### config.mk
export PLATFORM = sky130hd
export DESIGN_NAME = wb_write_arbiter
export DESIGN_NICKNAME = d
export VERILOG_FILES = /design/src/rtl/wb_write_arbiter.sv
export SDC_FILE = /design/constraint.sdc
export NUM_CORES = 1
export LEC_CHECK = 0
export CAP_MARGIN = 20
export CORE_ASPECT_RATIO = 0.5
export CORE_MARGIN = 3
export CORE_UTILIZATION = 40
export DETAILED_ROUTE_END_ITERATION = 16
export GPL_TIMING_DRIVEN = 1
export PLACE_DENSITY = 0.64
export SLEW_MARGIN = 40
export SYNTH_ARGS = -nofsm -noshare
export SYNTH_HDL_FRONTEND = slang
export SYNTH_SLANG_ARGS = --single-unit
### constraint.sdc
create_clock -name clk -period 2.5 [get_ports clk]
set_clock_uncertainty 0.1 [all_clocks]
set_input_delay 0.625 -clock clk [delete_from_list [all_inputs] [get_ports clk]]
set_output_delay 0.625 -clock clk [all_outputs]
set_load 0.02 [all_outputs]
### src/rtl/wb_write_arbiter.sv
// Register-file writeback arbiter: two requester FIFOs drained round-robin into a
// registered write stage, with a pending-write mask for decode-side stalling.
module wb_write_arbiter #(
  parameter int DATA_W = 16,
  parameter int ADDR_W = 3,
  parameter int DEPTH  = 2
) (
  input  logic                   clk,
  input  logic                   rst,
  input  logic                   alu_valid,
  output logic                   alu_ready,
  input  logic [ADDR_W-1:0]      alu_dest,
  input  logic [DATA_W-1:0]      alu_data,
  input  logic                   mem_valid,
  output logic                   mem_ready,
  input  logic [ADDR_W-1:0]      mem_dest,
  input  logic [DATA_W-1:0]      mem_data,
  output logic                   reg_wr_en,
  output logic [ADDR_W-1:0]      reg_wr_dest,
  output logic [DATA_W-1:0]      reg_wr_data,
  output logic [2**ADDR_W-1:0]   pend_mask,
  output logic                   err
);

  localparam int PW = $clog2(DEPTH);

  logic [1:0]        in_valid, ready, push, pop, head_vld;
  logic [ADDR_W-1:0] in_dest [2];
  logic [DATA_W-1:0] in_data [2];

  // Per-slot valid bits carry the FIFO occupancy; storage itself is unreset.
  logic [DEPTH-1:0]  vld    [2];
  logic [PW-1:0]     wr_ptr [2];
  logic [PW-1:0]     rd_ptr [2];
  logic [ADDR_W-1:0] q_dest [2][DEPTH];
  logic [DATA_W-1:0] q_data [2][DEPTH];

  logic              rr_last, gnt_vld, gnt_idx, err_evt;
  logic [ADDR_W-1:0] head_dest;
  logic [DATA_W-1:0] head_data;

  assign in_valid   = {mem_valid, alu_valid};
  assign in_dest[0] = alu_dest;
  assign in_dest[1] = mem_dest;
  assign in_data[0] = alu_data;
  assign in_data[1] = mem_data;
  assign alu_ready  = ready[0];
  assign mem_ready  = ready[1];

  always_comb begin
    ready    = '0;
    head_vld = '0;
    for (int i = 0; i < 2; i++) begin
      ready[i]    = ~&vld[i];
      head_vld[i] = vld[i][rd_ptr[i]];
    end
  end

  assign push = in_valid & ready;

  // NOTE: every always_comb output gets a default before any branch, so no latch is inferred.
  always_comb begin
    gnt_vld = |head_vld;
    gnt_idx = 1'b0;
    if (&head_vld)       gnt_idx = ~rr_last;
    else if (head_vld[1]) gnt_idx = 1'b1;
  end

  assign pop       = {gnt_vld & gnt_idx, gnt_vld & ~gnt_idx};
  assign head_dest = q_dest[gnt_idx][rd_ptr[gnt_idx]];
  assign head_data = q_data[gnt_idx][rd_ptr[gnt_idx]];

  // NOTE: sequential state uses non-blocking assignments so all flops update from pre-edge values.
  always_ff @(posedge clk or posedge rst) begin
    if (rst) begin
      for (int i = 0; i < 2; i++) begin
        vld[i]    <= '0;
        wr_ptr[i] <= '0;
        rd_ptr[i] <= '0;
      end
    end else begin
      for (int i = 0; i < 2; i++) begin
        if (push[i]) begin
          vld[i][wr_ptr[i]] <= 1'b1;
          wr_ptr[i]         <= wr_ptr[i] + 1'b1;
        end
        if (pop[i]) begin
          vld[i][rd_ptr[i]] <= 1'b0;
          rd_ptr[i]         <= rd_ptr[i] + 1'b1;
        end
      end
    end
  end

  // NOTE: FIFO storage has no reset; an entry is only ever read while its valid bit is set.
  always_ff @(posedge clk) begin
    for (int i = 0; i < 2; i++) begin
      if (push[i]) begin
        q_dest[i][wr_ptr[i]] <= in_dest[i];
        q_data[i][wr_ptr[i]] <= in_data[i];
      end
    end
  end

  // Built from registered state only, so decode never sees a path from *_valid.
  always_comb begin
    pend_mask = '0;
    for (int i = 0; i < 2; i++)
      for (int s = 0; s < DEPTH; s++)
        if (vld[i][s]) pend_mask[q_dest[i][s]] = 1'b1;
    if (reg_wr_en) pend_mask[reg_wr_dest] = 1'b1;
    pend_mask[0] = 1'b0;
  end

  always_comb begin
    err_evt = 1'b0;
    for (int i = 0; i < 2; i++)
      if (push[i] && in_dest[i] != '0 && pend_mask[in_dest[i]]) err_evt = 1'b1;
    if (&push && in_dest[0] == in_dest[1] && in_dest[0] != '0) err_evt = 1'b1;
  end

  always_ff @(posedge clk or posedge rst) begin
    if (rst) begin
      reg_wr_en   <= 1'b0;
      reg_wr_dest <= '0;
      reg_wr_data <= '0;
      rr_last     <= 1'b1;
      err         <= 1'b0;
    end else begin
      if (gnt_vld) begin
        reg_wr_en   <= (head_dest != '0);
        reg_wr_dest <= head_dest;
        reg_wr_data <= head_data;
        rr_last     <= gnt_idx;
      end else begin
        reg_wr_en   <= 1'b0;
      end
      if (err_evt) err <= 1'b1;
    end
  end

endmodule

# [Word level (Yosys, flattened, before mapping)]
# Memories as Yosys holds them, arrays and structs flattened.
# Index checks and enable logic that the tools add are counted.
[op_classes] add_sub_neg=4 n_lt_le_gt_ge=26 eq_ne=1 muxes=64 bitwise=19 n_reduce_logical=27
[op_table] operator="16-bit 2-to-1 mux" count=5
[op_table] operator="32-bit 2-to-1 mux" count=2
[op_table] operator="8-bit 2-to-1 mux" count=5
[op_table] operator="16-bit demux with 1-bit select" count=2
[op_table] operator="8-bit bitwise OR" count=4
[op_table] operator="3-bit by 4-bit less-than comparator with 1-bit output (second input constant)" count=7
[op_table] operator="1-bit 2-to-1 mux" count=26
[op_table] operator="1-bit logical AND" count=17
[op_table] operator="1-bit demux with 3-bit select" count=5
[op_table] operator="3-bit by 1-bit greater-or-equal comparator with 1-bit output (second input constant)" count=5
[op_table] operator="3-bit 2-to-1 mux" count=5
[op_table] operator="6-bit 2-to-1 mux" count=2
[op_table] operator="3-bit nonzero test" count=3
[op_table] operator="2-bit greater-or-equal comparator (second input constant)" count=4
[op_table] operator="1-bit by 2-bit less-than comparator with 1-bit output (second input constant)" count=4
[op_table] operator="2-bit 2-to-1 mux" count=4
[op_table] operator="1-bit inverter with 2-bit output" count=4
[op_table] operator="2-bit AND reduction" count=4
[op_table] operator="2-bit bitwise AND" count=3
[op_table] operator="1-bit binary-select mux with 3-bit select" count=2
[op_table] operator="3-bit demux with 1-bit select" count=2
[op_table] operator="1-bit adder (second input constant)" count=4
[op_table] operator="1-bit demux with 1-bit select" count=4
[op_table] operator="1-bit greater-or-equal comparator (second input constant)" count=4
[op_table] operator="8 further kinds" count=14
[word_totals] ff_bits=30 ram_bits=76 inputBits=42 output_inout_bits=31 elab_cells=154 memories=2
[mem_list] memory="q_data" words=2 word_bits=32 rd=1 rd_ports_with_merged_regs=0 wr=2 line_no="36" source="logic [DATA_W-1:0] q_data [2][DEPTH];"
[mem_list] memory="q_dest" words=2 word_bits=6 rd=3 rd_ports_with_merged_regs=0 wr=2 line_no="35" source="logic [ADDR_W-1:0] q_dest [2][DEPTH];"

# [Longest topological paths before layout]
# Gate-level depths: netlist of the first run.
# An unclocked memory read counts as a cell.
[logic_depth] word_depth=20 mapped_depth=8 mapped_depth_nobuf=6

# [Worst setup path after synthesis of the first run]
# Ideal clock, no wire load.
[synth_path] path_type="flip-flop to flip-flop" from="register vld[0] in the netlist's numbering" to="memory q_data[1][16] in the netlist's numbering, enable pin" setup_ns=0.398 t_arrival_ns=1.928 required_ns=2.002 path_slack_ns=0.073 path_stages_with_launch=5 n_path_buf=1 synth_period_minus_slack_ns=2.427 path_cell_list="dfrtp_1 > clkbuf_1 > nand2_1 > and2_1 > nor2b_1"
[synth_lines] item="start, declared" line_no="32" source="logic [DEPTH-1:0] vld [2];"
[synth_lines] item="start signal, assigned by index" line_no="77" source="vld[i] <= '0;"
[synth_lines] item="start signal, assigned by index" line_no="84" source="vld[i][wr_ptr[i]] <= 1'b1;"
[synth_lines] item="start signal, assigned by index" line_no="88" source="vld[i][rd_ptr[i]] <= 1'b0;"
[synth_lines] item="end, declared" line_no="36"

# [Worst setup path in the final report of the first run]
[layout_path] from="register vld[1] in the netlist's numbering" to="output pend_mask[3]"
[layout_via] elab_chain_len=3
[layout_rtl] item="8-bit 2-to-1 mux *" line_no="110" source="if (vld[i][s]) pend_mask[q_dest[i][s]] = 1'b1;"
[layout_rtl] item="8-bit bitwise OR (no line)"
[layout_rtl] item="8-bit 2-to-1 mux *" line_no="111" source="if (reg_wr_en) pend_mask[reg_wr_dest] = 1'b1;"
[layout_rtl] item="end, declared" line_no="21" source="output logic [2**ADDR_W-1:0] pend_mask,"
# Mark *: on every way between the ends. The rest lies on a longest branch, timed or not.

==> metrics.txt, run 1 <==
area delta synth->final=36.4%; vias in the first global route=around 3.2k; Place WS=-0.204 ns; first-pass GRT wire length=approximately 17 mm; Worst Path Arrival=1.72 ns; VDD IR-drop max=approximately 0.46 mV; post-route insts no fill=~560; most common cell after layout, fill and taps aside=edfxtp_1; Worst-Skew Late Latency=between 0.3 and 0.4 ns; Total GRT Usage=about 18%; period utilization=around 100%; max cap viols=0; FFs w/ async S/R, synth=28.3%; synth warn=0; most frequent cells in the layout=76 x edfxtp_1, 63 x clkdlybuf4s50_1, 52 x buf_4; # nets final=between 400 and 500; number of fill cells=between 900 and 1k; DP HPWL=7.45 mm; min Tclk post-route=2.45 ns; final hold vios=0; number of DRC markers in iteration 0=190; status=finished, final reports clean; Die Height=82.0 um; crit-path max cell delay=0.43 ns; Yosys cell types=between 50 and 60; Num CTS Buffers=9; I/O Pins=between 70 and 80; DRT Wirelength=around 11 mm; Pins Over Slew Limit=0; sequential area share after synthesis=roughly two thirds; final setup violation count=0; Die Area=about 0.013 sq mm; DP Area=0.00584 sq mm; post-route ant nets=0; CP cell instances=buf_4, buf_4, nand4b_1, nand4_1, nor2b_2, inv_1, buf_6; critical path type=reg2out; clk root buf=clkbuf_16; layout cell share with drive strength beyond 1=between 30% and 40%; Post-synth EDFFs=76; Initial Util=41.5%; die width=between 150 and 200 um; CTS sink count=~110; global route overflow=0; initial antenna violation count=0; clock slew at the register clock pins of the worst setup and hold paths=0.07 ns; Max Fclk=0.408 GHz; Via density=between 5 and 6; Post-Syn Area=0.00462 sq mm; DR pass1 iterations=4; Worst Hold Class=reg2reg; port bufs=71; synthesized flop and latch total=106; leakage=between 2 and 2.5 nW; dpl cells=535; slowest cell on the critical path=dfrtp_2; ys flop type=edfxtp_1; htree depth=3; Cell Rows=27; CTS tree=done; Core Area=0.0111 sq mm; GP Congestion=between 0.8 and 0.9; WL per Instance=20.0 um; Avg Synthesized Cell Area=between 15 and 20 sq um; net count after synthesis=~330; total number of vias=roughly 3.1k; DRC viols=0; RSZ-0062 raised after global routing=true; min setup slack post-route=0.0503 ns; Hold Buf Count CTS=0; Mapped Cells=about 280; fin util=a little under three fifths; post-route cell area=0.00630 sq mm; PwrDens=1330 mW/mm^2; CP Max Fanout=5; Longest Clk Path Bufs=2; Critical Path End Type=output port; most frequent CP cell=buf_4; Inserted Diodes=0; largest net degree at the start of global routing=31; startpoint types=register; WP data required=about 1.8 ns
[registers in the layout (all words and copies together) (netlist names)]
register and cells:
q_data 64, reg_wr_data 16, q_dest 12, vld 4, reg_wr_dest 3, rd_ptr 2
wr_ptr 2, err 1, reg_wr_en 1, rr_last 1
[worst paths after layout]
path                           start         endpoint  slack [ns]  depth (start not counted)
setup / recovery              vld[1]     pend_mask[3]        0.05                          7
hold / removal             wr_ptr[0]        wr_ptr[0]        0.40                          1
setup reg to reg              vld[3]  reg_wr_data[11]        0.05                          6
hold reg to reg            wr_ptr[0]        wr_ptr[0]        0.40                          1
max in group asynchronous        rst          rr_last        1.37                          3
min in group asynchronous        rst  reg_wr_data[10]        0.57                          3
[synthesized netlist by cell type, drive strengths merged (4+ instances only)]
cell type  count  area [sq um]
a21oi          4          20.0
o311ai         6          52.6
nor3           5          25.0
a31oi          5          31.3
inv            8          30.0
nor2          12          45.0
nor4bb         5          50.1
nand2         14          52.6
buf            8          70.1
mux4          18           409
edfxtp        76          2280
nand4b        12           105
nand4          5          31.3
dfrtp         29           726
mux2          21           244
[critical path: cells and delay by family (launching register included)]
family | cells | cell delay, ns
AND/OR/NAND/NOR | 3 | 0.46
flip-flops | 1 | 0.43
buffers and inverters | 4 | 0.48
[stage by stage]
stage	hold WS [ns]	TNS, ns	total power [mW]
global route	0.431	-0.0207	8.89
global placement	0.388	-0.256	6.78
floorplan	0.356	0	5.28
finish	0.399	0	8.41
CTS	0.404	0	8.31
detailed placement	0.393	-0.370	6.86
[report_power, final]
| part | internal, mW | leakage (nW) | switching [mW] |
|---|---|---|---|
| sequential | 2.50 | 1.05 | 0.292 |
| clock | 0.702 | 0.141 | 0.667 |
| combinational | 2.28 | 1.16 | 1.97 |
[logic make-up after synthesis]
logic type,Yosys count,synth area share (%)
compound gates,33,5.49
xor+xnor,5,0.947
buf+inv,20,2.71
flops,106,65.6
mux,40,14.3
other cells,1,0.0811
simple gates,79,10.8
[timing repair]
action / in CTS / in global routing
gates cloned: 0 / 1
buffers inserted: 6 / 5
resized for setup: 42 / 16
endpoints found under the hold margin: 0 / 0
endpoints found under the setup margin: 7 / 17
pin swaps: 4 / 6
[per-layer routing]
| layer | track usage, % | vias to the layer above | wire length (um) |
|---|---|---|---|
| li1 | - | 1397 | - |
| met1 | 24.0 | 1576 | 5120 |
| met2 | 29.7 | 95 | 5430 |
| met3 | 4.53 | 10 | 574 |
| met4 | 4.72 | 0 | 108 |
| met5 | 0 | - | 0 |
[layout make-up]
type / count / area [sq um] / area share [%]
Sequential cell: 106 / 3040 / 48.2
Multi-Input combinational cell: 158 / 1550 / 24.5
Timing Repair Buffer: 130 / 1220 / 19.4
Clock buffer: 10 / 229 / 3.63
Tap cell: 145 / 181 / 2.88
Clock inverter: 6 / 57.6 / 0.913
Inverter: 8 / 30.0 / 0.476
No activity file was read; power rests on OpenSTA's default activity.
==> inputs of run 2 (changes only) <==
- CAP_MARGIN: 20 -> 10
- RECOVER_POWER: default -> 25
==> run 2 against run 1 <==
Compared with the run above: core utilization did not move; highest routed layer unchanged; largest power group unchanged; first-iteration DRC count did not move; combinational power barely moved.
==> metrics.txt, run 2 (synthesized netlist as in run 1, its figures left out) <==
slowest cell on the critical path=dfrtp_2; DRT Wirelength=11.2 mm (-0.11%); global route overflow=0 (unchanged); Largest register FFs=64 (unchanged); largest net degree at the start of global routing=31 (unchanged); Hold Startpoint=wr_ptr[0]; Inserted Diodes=0 (unchanged); post-route ant nets=0 (unchanged); CTS sink count=106 (unchanged); die width=158 um (unchanged); post-route insts no fill=563 (unchanged); Max Fclk=0.407 GHz (-0.23%); Pins Over Slew Limit=0 (unchanged); initial antenna violation count=0 (unchanged); # nets final=455 (unchanged); critical path type=reg2out; final setup violation count=0 (unchanged); startpoint types=register; DP Area=0.00584 sq mm (unchanged); sequential cell area=0.00304 sq mm (unchanged); fin util=56.6% (unchanged); min Tclk post-route=2.46 ns (+0.00554 ns); Total GRT Usage=17.9% (unchanged); most common cell after layout, fill and taps aside=edfxtp_1; WL per Instance=19.9 um (-0.11%); CTS tree=done; Hold Buf Count CTS=0 (unchanged); DRC viols=0 (unchanged); number of fill cells=901 (unchanged); status=finished, final reports clean; Worst R2R Setup Slack=0.05 ns (about the same); total number of vias=3078 (unchanged); Num CTS Buffers=9 (unchanged); port bufs=71 (unchanged); clk root buf=clkbuf_16; Via density=5.47 (unchanged); number of DRC markers in iteration 0=190 (unchanged); Die Height=82.0 um (unchanged); Worst Path Arrival=1.73 ns (about the same); PwrDens=1330 mW/mm^2 (-0.12%); htree depth=3 (unchanged); area delta synth->final=36.4% (unchanged); Die Area=0.0130 sq mm (unchanged); hold path depth=1 (unchanged); Cell Rows=27 (unchanged); crit-path max cell delay=0.43 ns (about the same); Tot Pwr=8.40 mW (-0.12%); CP cell instances=buf_4, buf_4, nand4b_1, nand4_1, nor2b_2, inv_1, buf_6; Place WS=-0.204 ns (unchanged); worst hold slack=0.399 ns (unchanged); DP HPWL=7.45 mm (unchanged); most frequent cells in the layout=76 x edfxtp_1, 52 x buf_4, 33 x clkdlybuf4s50_1; dpl cells=535 (unchanged); Worst R2R Path Depth=6 (unchanged); final hold vios=0 (unchanged); post-route cell area=0.00630 sq mm (unchanged); WP data required=1.77 ns (about the same); I/O Pins=73 (unchanged); Worst Hold End=wr_ptr[0]; most frequent CP cell=buf_4; layout cell share with drive strength beyond 1=34.4% (unchanged); multi-input combinational cell area=0.00155 sq mm (unchanged); max cap viols=0 (unchanged); clock slew at the register clock pins of the worst setup and hold paths=0.07 ns (about the same); CP Max Fanout=5 (unchanged); Initial Util=41.5% (unchanged); worst reg2reg path endpoint=reg_wr_data[11]; Critical Path End Type=output port; VDD IR-drop max=0.455 mV (-0.25%); Setup TNS=0 ns (unchanged); RSZ-0062 raised after global routing=true; Longest Clk Path Bufs=2 (unchanged); vias in the first global route=3179 (unchanged); Worst-Skew Late Latency=0.35 ns (about the same); Core Area=0.0111 sq mm (unchanged); first-pass GRT wire length=17.3 mm (unchanged); period utilization=98.2% (+0.22 points); Worst Hold Class=reg2reg; Worst R2R Start=vld[3]; GP Congestion=0.840 (unchanged); leakage=2.36 nW (+0.34%); min setup slack post-route=0.0448 ns (-0.00554 ns); DR pass1 iterations=4 (unchanged)
[run 2: cell count changes in the layout (fill, tap and decap cells not counted)]
cell	change
dlygate4sd3_1	+30
clkdlybuf4s50_1	-30
[run 2: power by group]
part	leakage, nW	total, mW	internal, mW	switching, mW
registers	1.05	2.80	2.50	0.292
clock network	0.141	1.37	0.701	0.666
logic	1.17	4.24	2.27	1.97
[run 2: worst max-delay path, delay by kind of cell (launching register included)]
kind / cells / cell delay (ns)
buffers and inverters: 4 / 0.49
flip-flops: 1 / 0.43
AND/OR/NAND/NOR: 3 / 0.46
[run 2: area by class of cell]
type / count / area share, %
clock buffer: 10 / 3.63
multi-input combinational: 158 / 24.5
inverter: 8 / 0.476
tap: 145 / 2.88
sequential: 106 / 48.2
clock inverter: 6 / 0.913
timing repair buffer: 130 / 19.4
[run 2: worst max path at each step]
stage,from,to,slack [ns]
after global placement,q_dest[0][0],pend_mask[1],-0.14
after CTS,q_dest[1][4],pend_mask[7],0.009
final,vld[1],pend_mask[3],0.04
after detailed placement,q_dest[0][0],pend_mask[1],-0.20
after floorplan,vld[0],q_data[1][16],0.07
after global routing,vld[1],pend_mask[3],-0.02
[run 2: metal layers]
layer,wire [um],global-route usage (%),part of all wire (%)
met5,0,0,0
met4,107,4.72,0.95
met3,575,4.53,5.1
met2,5450,29.7,49
met1,5100,24.0,45
[run 2: repair_timing]
action	in CTS	in global routing
endpoints found under the setup margin	7	17
buffers inserted	6	5
pin swaps	4	6
resized for setup	42	16
cloned	0	1
